$ cat src/rtl/cy_tx_pkg.sv
// rtl/cy_tx_pkg.sv - shared states, header layout and widths for the Cypress IN-endpoint packet writer
package cy_tx_pkg;

    localparam int WORD_W = 16;
    localparam int LEN_W  = 8;

    localparam int HDR_ID_MSB  = 15;
    localparam int HDR_ID_LSB  = 8;
    localparam int HDR_LEN_MSB = 7;
    localparam int HDR_LEN_LSB = 0;

    typedef enum logic [2:0] {
        ST_IDLE,
        ST_HDR,
        ST_PAY,
        ST_SUM,
        ST_END,
        ST_GAP
    } tx_state_e;

    function automatic logic [WORD_W-1:0] make_hdr(input logic [7:0] id, input logic [LEN_W-1:0] len);
        logic [WORD_W-1:0] h;
        h = '0;
        h[HDR_ID_MSB:HDR_ID_LSB]   = id;
        h[HDR_LEN_MSB:HDR_LEN_LSB] = len;
        return h;
    endfunction

endpackage

$ cat src/rtl/cy_tx_arbiter_rr.sv
// rtl/cy_tx_arbiter_rr.sv - combinational round-robin picker (module rr_arbiter), search starts after last_grant
module rr_arbiter #(
    parameter int NUM_SRC = 8,
    parameter int IDX_W   = (NUM_SRC > 1) ? $clog2(NUM_SRC) : 1
) (
    input  logic [NUM_SRC-1:0] req,
    input  logic [IDX_W-1:0]   last_grant,
    output logic [NUM_SRC-1:0] grant,
    output logic [IDX_W-1:0]   grant_idx,
    output logic               grant_vld
);

    always_comb begin
        int cand;
        logic [IDX_W-1:0] ci;
        grant     = '0;
        grant_idx = '0;
        grant_vld = 1'b0;
        cand      = 0;
        ci        = '0;
        // i runs 1..NUM_SRC so last_grant itself is checked last
        for (int i = 1; i <= NUM_SRC; i++) begin
            cand = int'(last_grant) + i;
            if (cand >= NUM_SRC) cand = cand - NUM_SRC;
            ci = IDX_W'(cand);
            if (!grant_vld && req[ci]) begin
                grant_vld = 1'b1;
                grant[ci] = 1'b1;
                grant_idx = ci;
            end
        end
    end

endmodule

$ cat src/rtl/cy_tx_arbiter.sv
// rtl/cy_tx_arbiter.sv - N-source packet arbiter/writer for the slave-FIFO IN endpoint; CY_TX_CHECKSUM_EN adds an XOR trailer
module cy_tx_arbiter
    import cy_tx_pkg::*;
#(
    parameter int         NUM_SRC    = 8,
    parameter logic [1:0] EP_ADDR    = 2'b10,
    parameter int         GAP_CYCLES = 2
) (
    input  logic                  CLK,
    input  logic                  RST,
    input  logic [NUM_SRC-1:0]    GOT_FULL_MSG,
    input  logic [NUM_SRC*8-1:0]  MSG_LEN_BUS,
    input  logic [NUM_SRC*16-1:0] FIFO_Q_BUS,
    output logic [NUM_SRC-1:0]    RD_REQ,
    output logic [NUM_SRC-1:0]    MSG_START,
    input  logic                  FLAG_FULL,
    output logic [15:0]           FD_OUT,
    output logic                  FD_OE,
    output logic                  SLWR,
    output logic                  PKTEND,
    output logic [1:0]            FIFOADR,
    output logic                  BUSY
);

    localparam int IDX_W = (NUM_SRC > 1) ? $clog2(NUM_SRC) : 1;
`ifdef CY_TX_CHECKSUM_EN
    localparam bit CSUM_EN = 1'b1;
`else
    localparam bit CSUM_EN = 1'b0;
`endif

    tx_state_e          state_q, state_d;
    logic [IDX_W-1:0]   last_grant_q, sel_q, arb_idx;
    logic [NUM_SRC-1:0] arb_grant;
    logic               arb_vld;
    logic [LEN_W-1:0]   len_q, issued_q, written_q;
    logic               rd_pend_q, skid_vld_q;
    logic [WORD_W-1:0]  skid_q, csum_q;
    logic [3:0]         gap_q;

    logic [WORD_W-1:0]  fifo_word, hdr_word, wr_word;
    logic               do_grant, do_write, do_issue;

    rr_arbiter #(.NUM_SRC(NUM_SRC), .IDX_W(IDX_W)) u_rr (
        .req        (GOT_FULL_MSG),
        .last_grant (last_grant_q),
        .grant      (arb_grant),
        .grant_idx  (arb_idx),
        .grant_vld  (arb_vld)
    );

    assign fifo_word = FIFO_Q_BUS[sel_q*WORD_W +: WORD_W];
    assign hdr_word  = make_hdr(8'(sel_q), len_q);
    assign FIFOADR   = EP_ADDR;
    assign FD_OUT    = wr_word;
    assign SLWR      = ~do_write;
    assign RD_REQ    = do_issue ? (NUM_SRC'(1) << sel_q) : '0;
    assign MSG_START = do_grant ? arb_grant : '0;

    always_comb begin
        state_d  = state_q;
        do_grant = 1'b0;
        do_write = 1'b0;
        do_issue = 1'b0;
        wr_word  = '0;
        FD_OE    = 1'b0;
        PKTEND   = 1'b1;
        BUSY     = (state_q != ST_IDLE);
        case (state_q)
            ST_IDLE: begin
                // RST gate keeps the grant pulse quiet while reset holds state in IDLE
                if (arb_vld && !RST) begin
                    do_grant = 1'b1;
                    BUSY     = 1'b1;
                    state_d  = ST_HDR;
                end
            end
            ST_HDR: begin
                FD_OE   = 1'b1;
                wr_word = hdr_word;
                if (FLAG_FULL) begin
                    do_write = 1'b1;
                    do_issue = (len_q != '0);
                    if (len_q == '0) state_d = CSUM_EN ? ST_SUM : ST_END;
                    else             state_d = ST_PAY;
                end
            end
            ST_PAY: begin
                FD_OE   = 1'b1;
                wr_word = skid_vld_q ? skid_q : fifo_word;
                if (FLAG_FULL) begin
                    do_write = skid_vld_q || rd_pend_q;
                    do_issue = !skid_vld_q && (issued_q != len_q);
                    if (do_write && (written_q == len_q - LEN_W'(1)))
                        state_d = CSUM_EN ? ST_SUM : ST_END;
                end
            end
            ST_SUM: begin
                FD_OE   = 1'b1;
                wr_word = csum_q;
                if (FLAG_FULL) begin
                    do_write = 1'b1;
                    state_d  = ST_END;
                end
            end
            ST_END: begin
                FD_OE   = 1'b1;
                PKTEND  = 1'b0;
                state_d = (GAP_CYCLES == 0) ? ST_IDLE : ST_GAP;
            end
            ST_GAP: begin
                if (gap_q == 4'(GAP_CYCLES - 1)) state_d = ST_IDLE;
            end
            default: state_d = ST_IDLE;
        endcase
    end

    always_ff @(posedge CLK or posedge RST) begin
        if (RST) begin
            state_q      <= ST_IDLE;
            last_grant_q <= IDX_W'(NUM_SRC - 1);
            sel_q        <= '0;
            len_q        <= '0;
            issued_q     <= '0;
            written_q    <= '0;
            rd_pend_q    <= 1'b0;
            skid_vld_q   <= 1'b0;
            skid_q       <= '0;
            csum_q       <= '0;
            gap_q        <= '0;
        end else begin
            state_q   <= state_d;
            rd_pend_q <= do_issue;
            if (do_grant) begin
                sel_q        <= arb_idx;
                last_grant_q <= arb_idx;
                len_q        <= MSG_LEN_BUS[arb_idx*LEN_W +: LEN_W];
                issued_q     <= '0;
                written_q    <= '0;
                skid_vld_q   <= 1'b0;
            end
            if (do_issue) issued_q <= issued_q + 1'b1;
            if (state_q == ST_PAY) begin
                if (do_write) written_q <= written_q + 1'b1;
                // a word returning into a stalled endpoint parks here; it always drains before the next read
                if (FLAG_FULL) begin
                    skid_vld_q <= 1'b0;
                end else if (rd_pend_q) begin
                    skid_vld_q <= 1'b1;
                    skid_q     <= fifo_word;
                end
            end
            if (do_write && state_q == ST_HDR)      csum_q <= hdr_word;
            else if (do_write && state_q == ST_PAY) csum_q <= csum_q ^ wr_word;
            if (state_q == ST_END)      gap_q <= '0;
            else if (state_q == ST_GAP) gap_q <= gap_q + 1'b1;
        end
    end

endmodule

$ cat config.mk
export PLATFORM = sky130hd
export DESIGN_NAME = cy_tx_arbiter
export DESIGN_NICKNAME = d
export VERILOG_FILES = /design/src/rtl/cy_tx_pkg.sv /design/src/rtl/cy_tx_arbiter_rr.sv /design/src/rtl/cy_tx_arbiter.sv
export SDC_FILE = /design/constraint.sdc
export NUM_CORES = 1
export LEC_CHECK = 0
export ABC_AREA = 1
export BUFFER_PORTS_ARGS = -buffer_cell sky130_fd_sc_hd__buf_2
export CORE_MARGIN = 2
export CORE_UTILIZATION = 56
export CTS_CLUSTER_DIAMETER = 200
export DETAILED_ROUTE_END_ITERATION = 12
export PLACE_DENSITY = 0.95
export SLEW_MARGIN = 20
export SYNTH_ARGS = -nofsm -noshare
export SYNTH_HDL_FRONTEND = slang
export SYNTH_SLANG_ARGS = --single-unit
export TNS_END_PERCENT = 20
$ cat constraint.sdc
create_clock -name CLK -period 12.2 [get_ports CLK]
set_input_delay 2.44 -clock CLK [delete_from_list [all_inputs] [get_ports CLK]]
set_output_delay 2.44 -clock CLK [all_outputs]
set_load 0.02 [all_outputs]
* After elaboration in Yosys (flattened, before gate mapping) *
Cells that the tools add are included.

word-level totals
  register bits = 71
  logic and storage cells = 224

cells by class
  shift-type cells = 3
  order comparisons = 24
  add/subtract/negate cells = 20
  reduce and logical (&&, ||, !) cells = 41
  equal/unequal tests = 14
  muxes and demuxes = 101
  bitwise gates (word level) = 10

operators with widths
  cell                 count
  $shiftx 128x8->16    1
  $mux 8               15
  $mux 3               23
  $shiftx 64x7->8      1
  $or 8x8->8           7
  $mux 16              3
  $pmux 16 s3          1
  $mux 1               38
  $lt 3x4->1 const B   8
  $ge 4x4->1 const B   7
  $bmux 1 s3           8
  $demux 1 s3          8
  $ge 3x1->1 const B   8
  $sub 3x1->3 const B  8
  $logic_and 1x1->1    20
  $pmux 3 s6           1
  $add 3x3->4 const B  4
  $add 8x1->8 const B  2
  $xor 16x16->16       1
  $ne 2x2->1 const B   6
  $logic_not 1->1      9
  $add 3x2->4 const B  2
  $eq 8x8->1           1
  $logic_not 8->1      1
  other kinds (23)     30

* Longest topological paths before layout *
Gate-level depths: netlist (run 1).

  depth in word-level cells = 34
  gate-level depth with buffers = 27

* Hierarchy *
Synthesis (run 1) repeated with hierarchy kept, for this count alone.

unflattened totals
  cells, all modules = 1220
  area, all modules = 7180.6 µm²

by module, submodules not included
  module         times used  cells each  area an instance (µm²)
  cy_tx_arbiter  1           913         5611.6
  rr_arbiter     1           307         1569.0

* Least setup slack after synthesis (run 1) *
No wires, ideal clock.

  path kind = in2out
  start = input port RST
  end = output port MSG_START[0]
  data arrival time = 5267 ps
  path slack = 4493 ps
  data required time = 9760 ps
  buffers on the path = 1
  stages = 6
  cell sequence = inv_1 -> o21ai_1 -> nor3_2 -> inv_2 -> buf_2 -> a31oi_1

between the ends
  word-level cells in the longest chain between the ends = 5

ends and longest elaborated chain
  item                       line                 source
  start, declared            cy_tx_arbiter.sv:10  input logic RST,
  $logic_not 1->1 (no line)  n/a
  $logic_and 1x1->1          cy_tx_arbiter.sv:72  if (arb_vld && !RST) begin
  $mux 1                     cy_tx_arbiter.sv:72
  $mux 1                     cy_tx_arbiter.sv:69  case (state_q)
  $mux 8                     cy_tx_arbiter.sv:58  assign MSG_START = do_grant ? arb_grant : '0;
  end, declared              cy_tx_arbiter.sv:15  output logic [NUM_SRC-1:0] MSG_START,

Every way passes these cells.

* Worst setup path after layout (run 1) *
Ends and elaborated chain as after synthesis.

==> reports/qor.csv, run 1 <==
metric,value,unit
number_of_enable_type_register_cells_in_the_synthesized_netlist,0,
critPathMaxStageDelay,0.75,ns
worst_setup_path_start_kind,input pin,
synth_simple_gate_area_frac,0.4115,
largest_net_degree_at_the_start_of_global_routing,73,
synth_sequential_area_ratio,0.2562,
rsz_0062_raised_after_global_routing,false,
power_density,330.9,mW/mm2
final_worst_path_cycle_share,0.6175,
place_area,0.008107,mm2
leading_cell_types_by_total_area_after_synthesis,"sky130_fd_sc_hd__dfrtp_1 24%, sky130_fd_sc_hd__nand2_1 17%, sky130_fd_sc_hd__nand3_1 12%",
dr_total_vias,8737,
power_leakage,4.156,nW
timing.critical_path.arrival,5.09,ns
worstSetupPathType,in -> out,
synthAdderAreaFrac,0.02160,
globalplace.congestion,0.9330,
cts_buffers,9,
num_io_pins,241,
wl_met1,8954,um
synth_ff_type,sky130_fd_sc_hd__dfrtp_1,
core_area,0.01206,mm2
fin_skew,0.006273,ns
detail_route.vias_per_cell,6.030,
compound_gate_portion_of_the_synthesized_area,0.1901,
yosysTopAreaCell,sky130_fd_sc_hd__dfrtp_1,
setup_violations,0,
drc,0,
flow.area_growth_from_synthesis,21.21,%
post_cts_gate_resize_count,0,
placement.io_buffers,238,
number_of_buffers_between_clock_root_and_the_deepest_sink,2,
synthesis.yosys.warnings,0,
grt_pass1_wl,38870,um
timing.hold.worst.class,reg -> reg,
synth.top_cell.area_share,0.2448,
final_core_utilization,0.6984,
synth.ff_latch_count,71,
clock-root-buffer,sky130_fd_sc_hd__clkbuf_16,
max_slew.worst_pin.slew,1.078,ns
first_iter_violations,1110,
maxCapViolations,0,
synth_area_in_xor_xnor,0.02898,
mux_contribution_to_synthesized_area,0,
synth_cell_types,52,
worstSkewPairLatency,0.34,ns
vdd_ir_drop_max,0.1907,mV
synth_cells,1074,
dpl.cell_count,1430,
setup_total_negative_slack,0,ns
globalRoute.totalOverflow,0,
route.detailed.wl_per_inst,16.97,um
floorplan.initialDensity,0.5762,
final_max_slew_viol_count,0,
post_cts.repair.setup_buffers,0,
netlist_area,0.006950,mm2
clock_sink_count,71,
synth-async-reset-ratio,1.000,
placementRows,40,
drtPass1Iterations,8,
critPathMaxFanout,72,
timing.critical_path.to_type,output port,
final_design_area_no_fill,0.008424,mm2
synth.net_count,1289,
finalHoldViolCount,0,
design.final.nets,1488,
drt-total-wl,24590,um
final_antenna_violating_net_count,0,
via_count_of_the_first_global_routing_pass,8239,
final_period_minus_worst_setup_slack,7.533,ns
timing.slew.headroom,0.2792,
die_height,115.4,um
tritoncts,done,
met3_length,2298,um
floorplan.die_area,0.01332,mm2
status,"finished, final reports clean",
postCtsHoldBufs,0,
top_signal_layer_used,met4,
avgSynthCellArea,6.472,um2
worst_setup_hold_path_clk_slew,0.05,ns
dpl_wire_length,17860,um
dominant_combinational_cell_family_by_area_after_synthesis,simple AND/OR/NAND/NOR gates,
floorplan_die_width,115.4,um
cpMaxStageDelayCell,sky130_fd_sc_hd__nor3_2,
layout-drive-gt1-share,0.2590,
timing.fmax,132.7,MHz
timing.critical_path.cells,buf_2 -> inv_2 -> buf_4 -> o21ai_1 -> nor3_2 -> inv_2 -> a31oi_1 -> buf_2,
cts_max_level,3,
final_cells,1449,
grtUsageTotal,0.3649,
detailroute.wirelength.met2,12040,um
antenna_found_initial,3,
critical_path_required,9.76,ns
## final cells by class
class                   instances  area (um2)
flip-flops and latches         71        1780
multi-input cells             859        4546
inverters                      89       341.6
fillers                      1006        3637
clock inverters                 4       53.80
diodes                          3       7.507
clock buffers                  12       256.5
repair buffers                243        1229
well taps                     168       210.2
## per-stage QoR
step	setup slack [ns]	hold WS, ns	power [W]
2_1_floorplan	4.493	0.4361	0.002041
3_3_place_gp	4.757	0.4575	0.002414
3_5_place_dp	4.645	0.4598	0.002443
4_1_cts	4.652	0.4730	0.002732
5_1_grt	4.248	0.4952	0.003025
6_report	4.667	0.4785	0.002787
## cells in the mapped netlist (all sizes together), types with 8 or more instances
cell / n
a22oi: 31
nand2: 321
a21oi: 44
o211ai: 8
nand3: 180
ha: 12
o22ai: 20
nor2: 59
clkbuf: 28
o21ai: 64
inv: 85
dfrtp: 68
nand4: 13
xor2: 16
buf: 27
o221ai: 19
or2: 15
nor3: 24
## routing by layer
| metal | track usage | vias up |
|---|---|---|
| met5 | 0 | - |
| met4 | 0.1984 | 0 |
| met3 | 0.06958 | 134 |
| met2 | 0.6226 | 620 |
| met1 | 0.4331 | 3888 |
| li1 | - | 4095 |
## layout by cell type (no fill, tap or decap), drive strengths merged, types with 8 or more instances in the layout
cell,Yosys,final
a21oi,44,44
a22oi,31,31
buf,27,243
clkbuf,28,12
dfrtp,68,68
ha,12,12
inv,85,85
nand2,321,321
nand3,180,180
nand4,13,13
nor2,59,59
nor3,24,24
o211ai,8,8
o21ai,64,64
o221ai,19,19
o22ai,20,20
or2,15,15
xor2,16,16
## worst max-delay path: cells and delay by family
| kind | cells | cell delay, ns |
|---|---|---|
| and+or+nand+nor | 1 | 0.75 |
| AOI/OAI and AO/OA | 2 | 0.47 |
| buffers and inverters | 5 | 1.37 |
## where the power goes
part	switching [W]	total [W]	internal [W]	leakage (nW)
registers	0.000116	0.000447	0.000331	0.930
logic	0.00141	0.00207	0.000659	3.08
clock network	0.000104	0.000274	0.000170	0.145
total	0.00163	0.00279	0.00116	4.16
## registers in the layout (all words and copies together), names as in the netlist
| register | count |
|---|---|
| last_grant_q | 3 |
| csum_q | 16 |
| skid_q | 16 |
| gap_q | 4 |
| state_q | 3 |
| sel_q | 3 |
| len_q | 8 |
| rd_pend_q | 1 |
| issued_q | 8 |
| skid_vld_q | 1 |
| written_q | 8 |
## kinds of logic (layout without fill, tap and decap cells)
group,Yosys count,count (layout)
simple gates,615,615
buf+inv,144,348
compound gates,207,207
xor+xnor,23,23
flops,71,71
other cells,2,5
fa+ha+maj,12,12
## worst paths after layout
| check | cells past startpoint | end | slack [ns] | startpoint |
|---|---|---|---|---|
| min in group asynchronous | 3 | gap_q[3]$_DFFE_PP0P_ | 2.34 | RST |
| hold reg to reg | 1 | csum_q[12]$_DFFE_PP0P_ | 0.48 | csum_q[12]$_DFFE_PP0P_ |
| hold / removal | 1 | csum_q[12]$_DFFE_PP0P_ | 0.48 | csum_q[12]$_DFFE_PP0P_ |
| setup / recovery | 8 | MSG_START[0] | 4.67 | RST |
| setup reg to reg | 20 | len_q[2]$_DFFE_PP0P_ | 7.40 | last_grant_q[0]$_DFFE_PP1P_ |
| max in group asynchronous | 3 | csum_q[3]$_DFFE_PP0P_ | 9.25 | RST |
No activity file was read; power rests on OpenSTA's default activity.
==> inputs of run 2 (changes only) <==
--- a/config.mk
+++ b/config.mk
@@ -8,10 +8,10 @@
 export ABC_AREA = 1
 export BUFFER_PORTS_ARGS = -buffer_cell sky130_fd_sc_hd__buf_2
 export CORE_MARGIN = 2
-export CORE_UTILIZATION = 56
+export CORE_UTILIZATION = 47
 export CTS_CLUSTER_DIAMETER = 200
 export DETAILED_ROUTE_END_ITERATION = 12
-export PLACE_DENSITY = 0.95
+export PLACE_DENSITY = 0.89
 export SLEW_MARGIN = 20
 export SYNTH_ARGS = -nofsm -noshare
 export SYNTH_HDL_FRONTEND = slang
==> constraint.sdc (replaced) <==
create_clock -name CLK -period 6.53 [get_ports CLK]
set_input_delay 1.306 -clock CLK [delete_from_list [all_inputs] [get_ports CLK]]
set_output_delay 1.306 -clock CLK [all_outputs]
set_load 0.02 [all_outputs]
==> run 2 against run 1 <==
Cell area increased by 0.42%. Flip-flop and latch count unchanged. Die area is 18% higher. Via count down 2.3%. Core utilization shrank 11 points. Total power grew 88%. Clock power increased by 86%. Clock skew up 0.0023 ns. Global-route usage shrank 7.3 points. Worst hold slack gained 0.0019 ns.
==> reports/qor.csv, run 2 (same netlist as run 1, synthesis figures left out) <==
metric,value,unit
status,"finished, final reports clean",
worst_setup_hold_path_clk_slew,0.06,ns
critPathMaxFanout,30,
tritoncts,done,
placement.io_buffers,238,
final_antenna_violating_net_count,0,
setup_total_negative_slack,0,ns
finalHoldViolCount,0,
globalplace.congestion,0.8973,
worst_setup_path_start_kind,flip-flop,
timing.slew.headroom,0.2988,
floorplan.initialDensity,0.4800,
final_period_minus_worst_setup_slack,5.839,ns
floorplan.die_area,0.01578,mm2
power_leakage,4.169,nW
worstSetupPathType,reg -> out,
floorplan_die_width,125.6,um
layout-drive-gt1-share,0.2604,
core_area,0.01448,mm2
die_height,125.6,um
critical_path_required,5.22,ns
number_of_buffers_between_clock_root_and_the_deepest_sink,2,
dpl_wire_length,18030,um
grt_pass1_wl,37940,um
mostFrequentLayoutCells,"306 x sky130_fd_sc_hd__nand2_1, 238 x sky130_fd_sc_hd__buf_2, 164 x sky130_fd_sc_hd__nand3_1, 74 x sky130_fd_sc_hd__inv_1, 68 x sky130_fd_sc_hd__dfrtp_1",
final_max_slew_viol_count,0,
detail_route.vias_per_cell,5.813,
final_cells,1468,
dr_total_vias,8534,
cts_buffers,9,
antenna_found_initial,5,
route.detailed.wl_per_inst,16.31,um
power_density,617.9,mW/mm2
rsz_0062_raised_after_global_routing,false,
timing.critical_path.to_type,output port,
max_slew.worst_pin.slew,1.049,ns
timing.hold.worst.class,reg -> reg,
num_io_pins,241,
drc,0,
report.power.total,0.005227,W
flow.area_growth_from_synthesis,21.71,%
layout_commonest_cell,sky130_fd_sc_hd__nand2_1,
final_core_utilization,0.5843,
cts_max_level,3,
placementRows,44,
vdd_ir_drop_max,0.2566,mV
timing.critical_path.arrival,4.53,ns
final_worst_path_cycle_share,0.8942,
grtUsageTotal,0.2919,
maxCapViolations,0,
setup_violations,0,
first_iter_violations,905,
worstSkewPairLatency,0.34,ns
clock-root-buffer,sky130_fd_sc_hd__clkbuf_16,
layout_top_registers,"csum_q (16), skid_q (16)",
clock_sink_count,71,
largest_net_degree_at_the_start_of_global_routing,72,
via_count_of_the_first_global_routing_pass,7783,
fin_skew,0.008574,ns
timing.fmax,171.3,MHz
drtPass1Iterations,6,
design.final.nets,1489,
drt-total-wl,23950,um
dpl.cell_count,1447,
globalRoute.totalOverflow,0,
[run 2: cell types whose count changed in the layout (fill, tap and decap cells not counted), sizes merged]
cell | before | now
buf | 243 | 244
clkbuf | 12 | 9
clkinv | 5 | 8
clkinvlp | 2 | 0
diode | 3 | 5
inv | 85 | 87
[run 2: final timing paths]
| kind | start | end | slack, ns | depth (start not counted) |
|---|---|---|---|---|
| min in group asynchronous | RST | gap_q[2]$_DFFE_PP0P_ | 1.32 | 3 |
| max in group asynchronous | RST | skid_q[4]$_DFFE_PP0P_ | 4.63 | 3 |
| setup reg to reg | last_grant_q[0]$_DFFE_PP1P_ | len_q[6]$_DFFE_PP0P_ | 1.71 | 20 |
| hold reg to reg | skid_q[11]$_DFFE_PP0P_ | skid_q[11]$_DFFE_PP0P_ | 0.48 | 2 |
| setup / recovery | last_grant_q[0]$_DFFE_PP1P_ | MSG_START[4] | 0.69 | 15 |
| hold / removal | skid_q[11]$_DFFE_PP0P_ | skid_q[11]$_DFFE_PP0P_ | 0.48 | 2 |
[run 2: area by class of cell]
class / instances / area (um2)
Multi-Input combinational cell: 859 / 4552
Timing Repair Buffer: 244 / 1236
Fill cell: 1403 / 6020
Tap cell: 184 / 230.2
Inverter: 89 / 341.6
Clock buffer: 9 / 225.2
Clock inverter: 7 / 81.33
Sequential cell: 71 / 1780
Antenna cell: 5 / 12.51
[run 2: metal layers]
layer / global-route usage / part of all wire
met1: 0.3592 / 0.38
met2: 0.5030 / 0.50
met3: 0.04835 / 0.080
met4: 0.1281 / 0.036
met5: 0 / 0
[run 2: worst max-delay path, stage by stage (launching register included)]
cell and delay (ns):
sky130_fd_sc_hd__dfstp_2 0.87, sky130_fd_sc_hd__inv_4 0.26, sky130_fd_sc_hd__ha_1 0.71, sky130_fd_sc_hd__inv_2 0.24
sky130_fd_sc_hd__nand3_2 0.14, sky130_fd_sc_hd__nand3_2 0.10, sky130_fd_sc_hd__nand2_4 0.18, sky130_fd_sc_hd__nor2_8 0.07
sky130_fd_sc_hd__nand4_4 0.10, sky130_fd_sc_hd__nor2_4 0.07, sky130_fd_sc_hd__nand2_1 0.07, sky130_fd_sc_hd__o21ai_1 0.11
sky130_fd_sc_hd__nor3_4 0.51, sky130_fd_sc_hd__inv_2 0.33, sky130_fd_sc_hd__a21oi_1 0.21, sky130_fd_sc_hd__buf_2 0.19
[run 2: timing repair]
action                                  in CTS  in global routing
hold buffers                                 0                  0
buffers inserted                             0                  0
endpoints found under the setup margin       0                  6
resized for setup                            0                  1
[run 2: power breakdown]
part,total (W),switching [W],internal (W)
clock network,0.000509,0.000208,0.000301
registers,0.000813,0.000196,0.000618
logic,0.00391,0.00267,0.00124
[run 2: stage by stage]
step / instance area, um2 / setup slack, ns / hold WS (ns)
final: 8459 / 0.6912 / 0.4804
after CTS: 8441 / 0.4604 / 0.4828
after global placement: 8134 / 0.9624 / 0.4559
after global routing: 8459 / 0.2983 / 0.5089
after detailed placement: 8134 / 0.8171 / 0.4673
after floorplan: 6950 / 1.091 / 0.4361
